$ cat src/rtl/mmu_pkg.sv
// Shared MMU definitions: maintenance op codes, INVTLB op constants,
// controller state encoding and fill-LFSR tap table.
package mmu_pkg;

  localparam logic [2:0] OP_SRCH = 3'd0;
  localparam logic [2:0] OP_RD   = 3'd1;
  localparam logic [2:0] OP_WR   = 3'd2;
  localparam logic [2:0] OP_FILL = 3'd3;
  localparam logic [2:0] OP_INV  = 3'd4;

  localparam logic [4:0] INV_ALL0        = 5'd0;
  localparam logic [4:0] INV_ALL1        = 5'd1;
  localparam logic [4:0] INV_G1          = 5'd2;
  localparam logic [4:0] INV_G0          = 5'd3;
  localparam logic [4:0] INV_G0_ASID     = 5'd4;
  localparam logic [4:0] INV_G0_ASID_VA  = 5'd5;
  localparam logic [4:0] INV_GASID_VA    = 5'd6;
  localparam logic [4:0] INV_MAX         = 5'd6;

  typedef enum logic [2:0] {
    ST_IDLE,
    ST_SRCH,
    ST_READ,
    ST_WRITE,
    ST_INV,
    ST_RESP
  } state_t;

  // Fibonacci feedback masks (bit k set = tap on stage k) for maximal-length sequences
  function automatic logic [5:0] lfsr_taps(input int w);
    case (w)
      3:       return 6'b000110;
      4:       return 6'b001100;
      5:       return 6'b010100;
      6:       return 6'b110000;
      default: return 6'b000000;
    endcase
  endfunction

endpackage

$ cat src/rtl/tlb_inv_match.sv
// Combinational INVTLB match decision for a single TLB entry.
module tlb_inv_match
  import mmu_pkg::*;
(
  input  logic [4:0]  op,
  input  logic        ent_e,
  input  logic        ent_g,
  input  logic [5:0]  ent_ps,
  input  logic [9:0]  ent_asid,
  input  logic [18:0] ent_vppn,
  input  logic [9:0]  key_asid,
  input  logic [18:0] key_vppn,
  output logic        hit
);

  logic vmatch;
  logic amatch;
  logic rule;

  // 4 KiB pages compare the full VPPN; larger pages only the upper ten bits
  assign vmatch = (ent_ps == 6'd12) ? (ent_vppn == key_vppn)
                                    : (ent_vppn[18:9] == key_vppn[18:9]);
  assign amatch = (ent_asid == key_asid);

  always_comb begin
    rule = 1'b0;
    case (op)
      INV_ALL0, INV_ALL1: rule = 1'b1;
      INV_G1:             rule = ent_g;
      INV_G0:             rule = ~ent_g;
      INV_G0_ASID:        rule = ~ent_g & amatch;
      INV_G0_ASID_VA:     rule = ~ent_g & amatch & vmatch;
      INV_GASID_VA:       rule = (ent_g | amatch) & vmatch;
      default:            rule = 1'b0;
    endcase
  end

  assign hit = ent_e & rule;

endmodule

$ cat src/rtl/tlb_maint_ctrl.sv
// TLB maintenance sequencer (SRCH/RD/WR/FILL/INVTLB walk).
// Build option: TLB_FILL_LFSR_EN selects an LFSR fill index instead of an up-counter.
module tlb_maint_ctrl
  import mmu_pkg::*;
#(
  parameter  int TLBNUM = 16,
  localparam int IDXW   = $clog2(TLBNUM)
) (
  input  logic            clk,
  input  logic            reset,
  input  logic            req_valid,
  output logic            req_ready,
  input  logic [2:0]      req_op,
  input  logic [4:0]      req_inv_op,
  input  logic [9:0]      req_asid,
  input  logic [18:0]     req_vppn,
  input  logic [IDXW-1:0] req_index,
  output logic            s1_sel,
  output logic [18:0]     s1_vppn,
  output logic [9:0]      s1_asid,
  input  logic            s1_found,
  input  logic [IDXW-1:0] s1_index,
  output logic [IDXW-1:0] r_index,
  input  logic            r_e,
  input  logic            r_g,
  input  logic [5:0]      r_ps,
  input  logic [9:0]      r_asid,
  input  logic [18:0]     r_vppn,
  output logic            we,
  output logic [IDXW-1:0] w_index,
  output logic            w_sel_clear,
  output logic            resp_valid,
  output logic [2:0]      resp_op,
  output logic            resp_found,
  output logic [IDXW-1:0] resp_index,
  output logic            resp_err
);

  state_t          state, state_next;
  logic [2:0]      op_q;
  logic [4:0]      inv_op_q;
  logic [9:0]      asid_q;
  logic [18:0]     vppn_q;
  logic [IDXW-1:0] index_q;
  logic [IDXW-1:0] fill_q;
  logic            err_q;
  logic            found_q;
  logic [IDXW-1:0] found_idx_q;
  logic [IDXW-1:0] walk;
  logic [IDXW-1:0] fill_ctr;
  logic            accept;
  logic            inv_hit;

  assign accept = req_valid && (state == ST_IDLE);

  tlb_inv_match u_match (
    .op       (inv_op_q),
    .ent_e    (r_e),
    .ent_g    (r_g),
    .ent_ps   (r_ps),
    .ent_asid (r_asid),
    .ent_vppn (r_vppn),
    .key_asid (asid_q),
    .key_vppn (vppn_q),
    .hit      (inv_hit)
  );

  always_ff @(posedge clk) begin
    if (reset) state <= ST_IDLE;
    else       state <= state_next;
  end

  always_comb begin
    state_next = state;
    case (state)
      ST_IDLE: begin
        if (req_valid) begin
          case (req_op)
            OP_SRCH:         state_next = ST_SRCH;
            OP_RD:           state_next = ST_READ;
            OP_WR, OP_FILL:  state_next = ST_WRITE;
            OP_INV:          state_next = (req_inv_op <= INV_MAX) ? ST_INV : ST_RESP;
            default:         state_next = ST_RESP;
          endcase
        end
      end
      ST_SRCH, ST_READ, ST_WRITE: state_next = ST_RESP;
      ST_INV:  if (walk == IDXW'(TLBNUM - 1)) state_next = ST_RESP;
      ST_RESP: state_next = ST_IDLE;
      default: state_next = ST_IDLE;
    endcase
  end

  always_ff @(posedge clk) begin
    if (reset) begin
      op_q        <= '0;
      inv_op_q    <= '0;
      asid_q      <= '0;
      vppn_q      <= '0;
      index_q     <= '0;
      fill_q      <= '0;
      err_q       <= 1'b0;
      found_q     <= 1'b0;
      found_idx_q <= '0;
      walk        <= '0;
    end else begin
      if (accept) begin
        op_q        <= req_op;
        inv_op_q    <= req_inv_op;
        asid_q      <= req_asid;
        vppn_q      <= req_vppn;
        index_q     <= req_index;
        fill_q      <= fill_ctr;
        err_q       <= (req_op == OP_INV) ? (req_inv_op > INV_MAX) : (req_op > OP_INV);
        found_q     <= 1'b0;
        found_idx_q <= '0;
      end
      if (state == ST_SRCH) begin
        found_q     <= s1_found;
        found_idx_q <= s1_index;
      end
      // The walk counter wraps to zero on its own after the last entry
      walk <= (state == ST_INV) ? walk + 1'b1 : '0;
    end
  end

`ifdef TLB_FILL_LFSR_EN
  localparam logic [5:0]      TAPS_ALL = lfsr_taps(IDXW);
  localparam logic [IDXW-1:0] TAPS     = TAPS_ALL[IDXW-1:0];

  always_ff @(posedge clk) begin
    if (reset) fill_ctr <= IDXW'(1);
    else       fill_ctr <= {fill_ctr[IDXW-2:0], ^(fill_ctr & TAPS)};
  end
`else
  always_ff @(posedge clk) begin
    if (reset) fill_ctr <= '0;
    else       fill_ctr <= fill_ctr + 1'b1;
  end
`endif

  // Write strobes are suppressed while reset is held so an interrupted walk
  // leaves the entry under the cursor untouched.
  always_comb begin
    req_ready   = (state == ST_IDLE);
    s1_sel      = 1'b0;
    s1_vppn     = '0;
    s1_asid     = '0;
    r_index     = '0;
    we          = 1'b0;
    w_index     = '0;
    w_sel_clear = 1'b0;
    resp_valid  = 1'b0;
    resp_op     = '0;
    resp_found  = 1'b0;
    resp_index  = '0;
    resp_err    = 1'b0;
    case (state)
      ST_SRCH: begin
        s1_sel  = 1'b1;
        s1_vppn = vppn_q;
        s1_asid = asid_q;
      end
      ST_READ: r_index = index_q;
      ST_WRITE: begin
        if (!reset) begin
          we      = 1'b1;
          w_index = (op_q == OP_FILL) ? fill_q : index_q;
        end
      end
      ST_INV: begin
        r_index = walk;
        if (inv_hit && !reset) begin
          we          = 1'b1;
          w_index     = walk;
          w_sel_clear = 1'b1;
        end
      end
      ST_RESP: begin
        resp_valid = 1'b1;
        resp_op    = op_q;
        resp_found = found_q;
        resp_index = found_idx_q;
        resp_err   = err_q;
        if (op_q == OP_RD) r_index = index_q;
      end
      default: ;
    endcase
  end

endmodule

$ cat config.mk
export PLATFORM = sky130hd
export DESIGN_NAME = tlb_maint_ctrl
export DESIGN_NICKNAME = d
export VERILOG_FILES = /design/src/rtl/mmu_pkg.sv /design/src/rtl/tlb_inv_match.sv /design/src/rtl/tlb_maint_ctrl.sv
export SDC_FILE = /design/constraint.sdc
export NUM_CORES = 1
export LEC_CHECK = 0
export CAP_MARGIN = 20
export CORE_MARGIN = 2
export CORE_UTILIZATION = 43
export CTS_BUF_LIST = sky130_fd_sc_hd__clkbuf_16
export DETAILED_ROUTE_END_ITERATION = 6
export HOLD_SLACK_MARGIN = 0.08
export PLACE_DENSITY = 0.81
export SYNTH_ARGS = -nofsm -noshare
export SYNTH_HDL_FRONTEND = slang
export SYNTH_SLANG_ARGS = --single-unit
$ cat constraint.sdc
create_clock -name clk -period 3.28 [get_ports clk]
set_input_delay 0.82 -clock clk [delete_from_list [all_inputs] [get_ports clk]]
set_output_delay 0.82 -clock clk [all_outputs]
set_load 0.02 [all_outputs]
Word-level counts from Yosys, hierarchy flattened
Cells that the tools add are included.
{"block": "totals", "elab_cells": 90, "inputBits": 86, "out_inout_bits": 51, "register_bits": 62}
{"block": "op_classes", "mux": 30, "eq_ne": 24, "magnitude_cmp": 3, "bitwise": 7, "reduce_logical": 12, "add_sub_neg": 2}
{"op": "$mux 4", "count": 7}
{"op": "$eq 10x10->1", "count": 2}
{"op": "$eq 19x19->1", "count": 1}
{"op": "$mux 19", "count": 1}
{"op": "$eq 3x2->1 const B", "count": 5}
{"op": "$eq 5x3->1 const B", "count": 3}
{"op": "$mux 1", "count": 12}
{"op": "$pmux 3 s4", "count": 1}
{"op": "$pmux 4 s3", "count": 1}
{"op": "$eq 5x2->1 const B", "count": 2}
{"op": "$mux 10", "count": 1}
{"op": "$eq 3x1->1 const B", "count": 3}
{"op": "$eq 3x3->1 const B", "count": 3}
{"op": "$mux 3", "count": 3}
{"op": "$pmux 3 s3", "count": 1}
{"op": "$add 4x1->4 const B", "count": 2}
{"op": "$pmux 4 s2", "count": 1}
{"op": "$eq 6x4->1 const B", "count": 1}
{"op": "$logic_not 3->1", "count": 2}
{"op": "$pmux 1 s6", "count": 1}
{"op": "$reduce_or 2->1", "count": 3}
{"op": "$eq 5x1->1 const B", "count": 1}
{"op": "$gt 5x3->1 const B", "count": 1}
{"op": "$le 5x3->1 const B", "count": 1}
{"op": "other kinds (13)", "count": 19}

Logic depth before layout (Yosys ltp)
{"block": "depth", "word_depth": 8, "depth_mapped": 6, "mapped_depth_nobuf": 5}

Hierarchy
A second synthesis with hierarchy kept.
{"block": "unflattened", "cells_unflattened": 391, "hier_area_um2": 3199.3}
{"module": "tlb_maint_ctrl", "instances": 1, "area_each_um2": 2788.9, "seq_area_each_um2": 1241.2, "cells_per_inst": 335}
{"module": "tlb_inv_match", "instances": 1, "area_each_um2": 410.4, "seq_area_each_um2": 0.0, "cells_per_inst": 56}

Least setup slack after synthesis
No wires, ideal clock.
{"block": "synth_path", "kind": "input-to-output", "from": "in r_asid[0]", "to": "out w_sel_clear", "stages": 5, "n_path_buf": 0, "required_time_ns": 2.460, "setup_slack_ns": 0.173, "arrival_ns": 2.287, "cell_sequence": "xor2_1 > or4_4 > nor4_4 > nor2_1 > o22ai_1"}
{"block": "synth_via", "elab_chain_len": 8, "word_cells_on_any_way": 10, "cone_classes": "eq/ne (1); mux (3); bitwise (5); reduce/logical (1)"}
{"item": "start, declared", "line_no": "tlb_maint_ctrl.sv:27", "text": "input logic [9:0] r_asid,"}
{"item": "$eq 10x10->1 (*)", "line_no": "tlb_inv_match.sv:23", "text": "assign amatch = (ent_asid == key_asid);"}
{"item": "$or 1x1->1 / $and 1x1->1 (equally long branches)", "line_no": "tlb_inv_match.sv:33, tlb_inv_match.sv:31, tlb_inv_match.sv:32"}
{"item": "$and 1x1->1 (on tied branches)", "line_no": "tlb_inv_match.sv:33, tlb_inv_match.sv:32"}
{"item": "$pmux 1 s6 (*)", "line_no": "tlb_inv_match.sv:27", "text": "case (op)"}
{"item": "$and 1x1->1 (*)", "line_no": "tlb_inv_match.sv:38", "text": "assign hit = ent_e & rule;"}
{"item": "$logic_and 1x1->1 (*)", "line_no": "tlb_maint_ctrl.sv:173", "text": "if (inv_hit && !reset) begin"}
{"item": "$mux 1 (*)", "line_no": "tlb_maint_ctrl.sv:173"}
{"item": "$mux 1 (*)", "line_no": "tlb_maint_ctrl.sv:158", "text": "case (state)"}
{"item": "end, declared", "line_no": "tlb_maint_ctrl.sv:31", "text": "output logic w_sel_clear,"}
Mark *: on every way between the ends. The rest lies on a longest branch, timed or not.

Worst setup path in the final report
{"block": "layout_path", "from": "in r_asid[0]", "to": "out w_index[1]"}
{"block": "layout_via", "elab_chain_len": 8, "word_cells_on_any_way": 10, "cone_classes": "eq/ne (1); mux (3); bitwise (5); reduce/logical (1)"}
{"item": "$eq 10x10->1 (*)", "line_no": "tlb_inv_match.sv:23"}
{"item": "$or 1x1->1 / $and 1x1->1 (equally long branches)", "line_no": "tlb_inv_match.sv:33, tlb_inv_match.sv:31, tlb_inv_match.sv:32"}
{"item": "$and 1x1->1 (on tied branches)", "line_no": "tlb_inv_match.sv:33, tlb_inv_match.sv:32"}
{"item": "$pmux 1 s6 (*)", "line_no": "tlb_inv_match.sv:27"}
{"item": "$and 1x1->1 (*)", "line_no": "tlb_inv_match.sv:38"}
{"item": "$logic_and 1x1->1 (*)", "line_no": "tlb_maint_ctrl.sv:173"}
{"item": "$mux 4 (*)", "line_no": "tlb_maint_ctrl.sv:173"}
{"item": "$pmux 4 s2 (*)", "line_no": "tlb_maint_ctrl.sv:158"}
{"item": "end, declared", "line_no": "tlb_maint_ctrl.sv:30", "text": "output logic [IDXW-1:0] w_index,"}
Marked as above.

==> flow_metrics.env <==
export IMPL_port_buffers=136
export IMPL_setup_slack_ns=-0.0531
export IMPL_hold_worst_slack_ns=0.461
export IMPL_critical_path_required_ns=2.46
export IMPL_clk_latency_ns=0.33
export IMPL_cts_tree="yes"
export IMPL_totalWireLength_um=10300
export IMPL_num_io_pins=137
export IMPL_setup_tns_final_ns=-0.102
export IMPL_start_util=0.442
export IMPL_synth_seq_cells=62
export IMPL_startpoint_type="primary input"
export IMPL_post_route_min_period_ns=3.33
export IMPL_synth_cell_type_count=42
export IMPL_tightest_slew_ns=0.703
export IMPL_finalHoldViolCount=0
export IMPL_yosysTopAreaCell="dfxtp_1"
export IMPL_finalClockSkew_ns=0.00641
export IMPL_grt_max_degree=39
export IMPL_avgSynthCellArea_um2=7.75
export IMPL_maxSlewViolCount=0
export IMPL_syn_nets=502
export IMPL_wl_per_cell_um=15.3
export IMPL_areaGrowthSynthToFinish_pct=65.7
export IMPL_wl_met3_um=544
export IMPL_die_w_um=90.4
export IMPL_ant_nets=0
export IMPL_grtUsageTotal=0.248
export IMPL_highest_layer="met4"
export IMPL_critPathKind="in2out"
export IMPL_rsz0062_at_grt="yes"
export IMPL_status="complete, but fails checks"
export IMPL_dieArea_um2=8170
export IMPL_dr_pass1_iters=4
export IMPL_clockBufferDepth=2
export IMPL_wl_met1_um=4270
export IMPL_yosys_top_cells_area="dfxtp_1 (39%), nand2_1 (13%), a21oi_1 (8.0%)"
export IMPL_core_area_um2=7250
export IMPL_drtIter0Drc=166
export IMPL_p_leak_uw=0.00240
export IMPL_antenna_found_initial=0
export IMPL_met2_length_um=5270
export IMPL_period_share=1.02
export IMPL_final_cell_mix="nand2_1 (106), clkdlybuf4s50_1 (86), dfxtp_1 (62), a21oi_1 (51), and2_1 (39)"
export IMPL_antennaDiodeCount=0
export IMPL_grt_ovfl_total=0
export IMPL_grt_pass1_vias=3543
export IMPL_cap_violations=0
export IMPL_cts_buffers=9
export IMPL_r2r_setup_slack_ns=1.32
export IMPL_synth_top_cell_area_share=0.387
export IMPL_grt_pass1_wl_um=16500
export IMPL_peakVddDrop_mv=0.300
export IMPL_ys_warn_count=0
export IMPL_synth_area_um2=3210
export IMPL_powerDensity_nw_per_um2=430
export IMPL_drc=0
export IMPL_arrival_ns=2.51
export IMPL_root_buffer="clkbuf_16"
export IMPL_path_clk_slew_ns=0.06
export IMPL_cp_end_kind="output pin"
export IMPL_cp_max_fo=4
export IMPL_ys_seq_area_frac=0.387
export IMPL_num_vias=3535
export IMPL_dpl_hpwl_um=7290
export IMPL_finalSetupViolCount=4
export IMPL_drt_vias_per_instance=5.24
export IMPL_hp_class="reg2reg"
export IMPL_violations="negative setup slack"
export IMPL_clock_sinks=62
export IMPL_die_h_um=90.4
export IMPL_mostFrequentLayoutCell="nand2_1"
export IMPL_drive_gt1_frac=0.160
export IMPL_rows=31
export IMPL_max_slew_margin=0.530
export IMPL_h_tree_depth=3
export IMPL_gp_congestion=0.793
export IMPL_nNetsFinal=658
export IMPL_syn_instance_count=414
export IMPL_fmax_ghz=0.300
[cells in the mapped netlist, drive strengths merged]
cell / count
or3b: 1
dfxtp: 62
o311ai: 1
o21ai: 1
o2111ai: 4
a22oi: 1
a21oi: 51
nor4: 5
a2111oi: 1
a31o: 1
nor2: 19
a221oi: 1
inv: 3
o22ai: 1
buf: 5
or4: 1
xor2: 14
a31oi: 1
and3b: 1
nand2: 107
o211ai: 6
ha: 2
and2: 40
nand2b: 2
nor4b: 1
xnor2: 21
nor3: 3
a22o: 4
nand3: 15
clkbuf: 18
nand3b: 1
nor2b: 2
nand4: 9
nor3b: 4
a211oi: 1
mux2: 4
[layout make-up]
class                   instances  area (µm²)
fillers                       556        1930
clock inverters                 7        65.1
multi-input cells             326        2030
well taps                      99         124
inverters                       3        11.3
flip-flops and latches         62        1240
clock buffers                   9         225
repair buffers                168        1620
[per-layer routing]
| layer | vias up | global-route usage |
|---|---|---|
| met4 | 0 | 0.0962 |
| met5 | - | 0 |
| met1 | 1674 | 0.292 |
| li1 | 1720 | - |
| met2 | 119 | 0.445 |
| met3 | 22 | 0.0484 |
[critical path: stages]
cell       delay (ns)
buf_6            0.10
xor2_2           0.14
or4_4            0.58
nor4_4           0.22
buf_4            0.21
o2111ai_2        0.12
o211ai_1         0.13
buf_4            0.19
[logic make-up after synthesis]
| group | Yosys count | share of synthesized area |
|---|---|---|
| buffers and inverters | 26 | 0.0327 |
| and+or+nand+nor | 211 | 0.327 |
| muxes | 4 | 0.0140 |
| xor gates and xnor gates | 35 | 0.0955 |
| AOI/OAI and AO/OA | 74 | 0.136 |
| DFF | 62 | 0.387 |
| adders and majority gates | 2 | 0.00780 |
[through the flow]
stage / area [µm²] / instances / total power [µW] / util / setup slack, ns
floorplan: 3210 / 414 / 1100 / - / 0.173
global placement: 4790 / 650 / 1330 / 0.661 / -0.836
detailed placement: 4790 / 650 / 1340 / 0.661 / -0.935
CTS: 5180 / 672 / 2280 / 0.715 / -0.0244
global route: 5320 / 674 / 2380 / 0.733 / -0.114
finish: 5320 / 674 / 2290 / 0.733 / -0.0531
[flip-flops by register name (all words and copies together) (netlist names)]
signal and cells:
found_idx_q 4, err_q 1, index_q 4, asid_q 10
op_q 3, vppn_q 19, state 3, inv_op_q 5
fill_ctr 4, found_q 1, fill_q 4, walk 4
[timing repair]
| action | 4_1_cts | 5_1_grt |
|---|---|---|
| resized for setup | 75 | 38 |
| buffers inserted | 6 | 2 |
| hold buffers | 0 | 0 |
| pin swaps | 23 | 15 |
| endpoints found under the setup margin | 7 | 35 |
[power by group]
group          switching [µW]  leakage (µW)  internal (µW)
Clock                     343      0.000133            580
Combinational             246       0.00176            255
Sequential               52.7      0.000507            809
[final timing paths]
check                           cells after the start          to       from
worst max-delay path                                8  w_index[1]  r_asid[0]
worst min-delay path                                2   fill_q[0]  fill_q[0]
worst max register to register                      6   fill_q[3]   state[0]
worst min register to register                      2   fill_q[0]  fill_q[0]
Note: power is estimated with default switching activity, not from simulation.
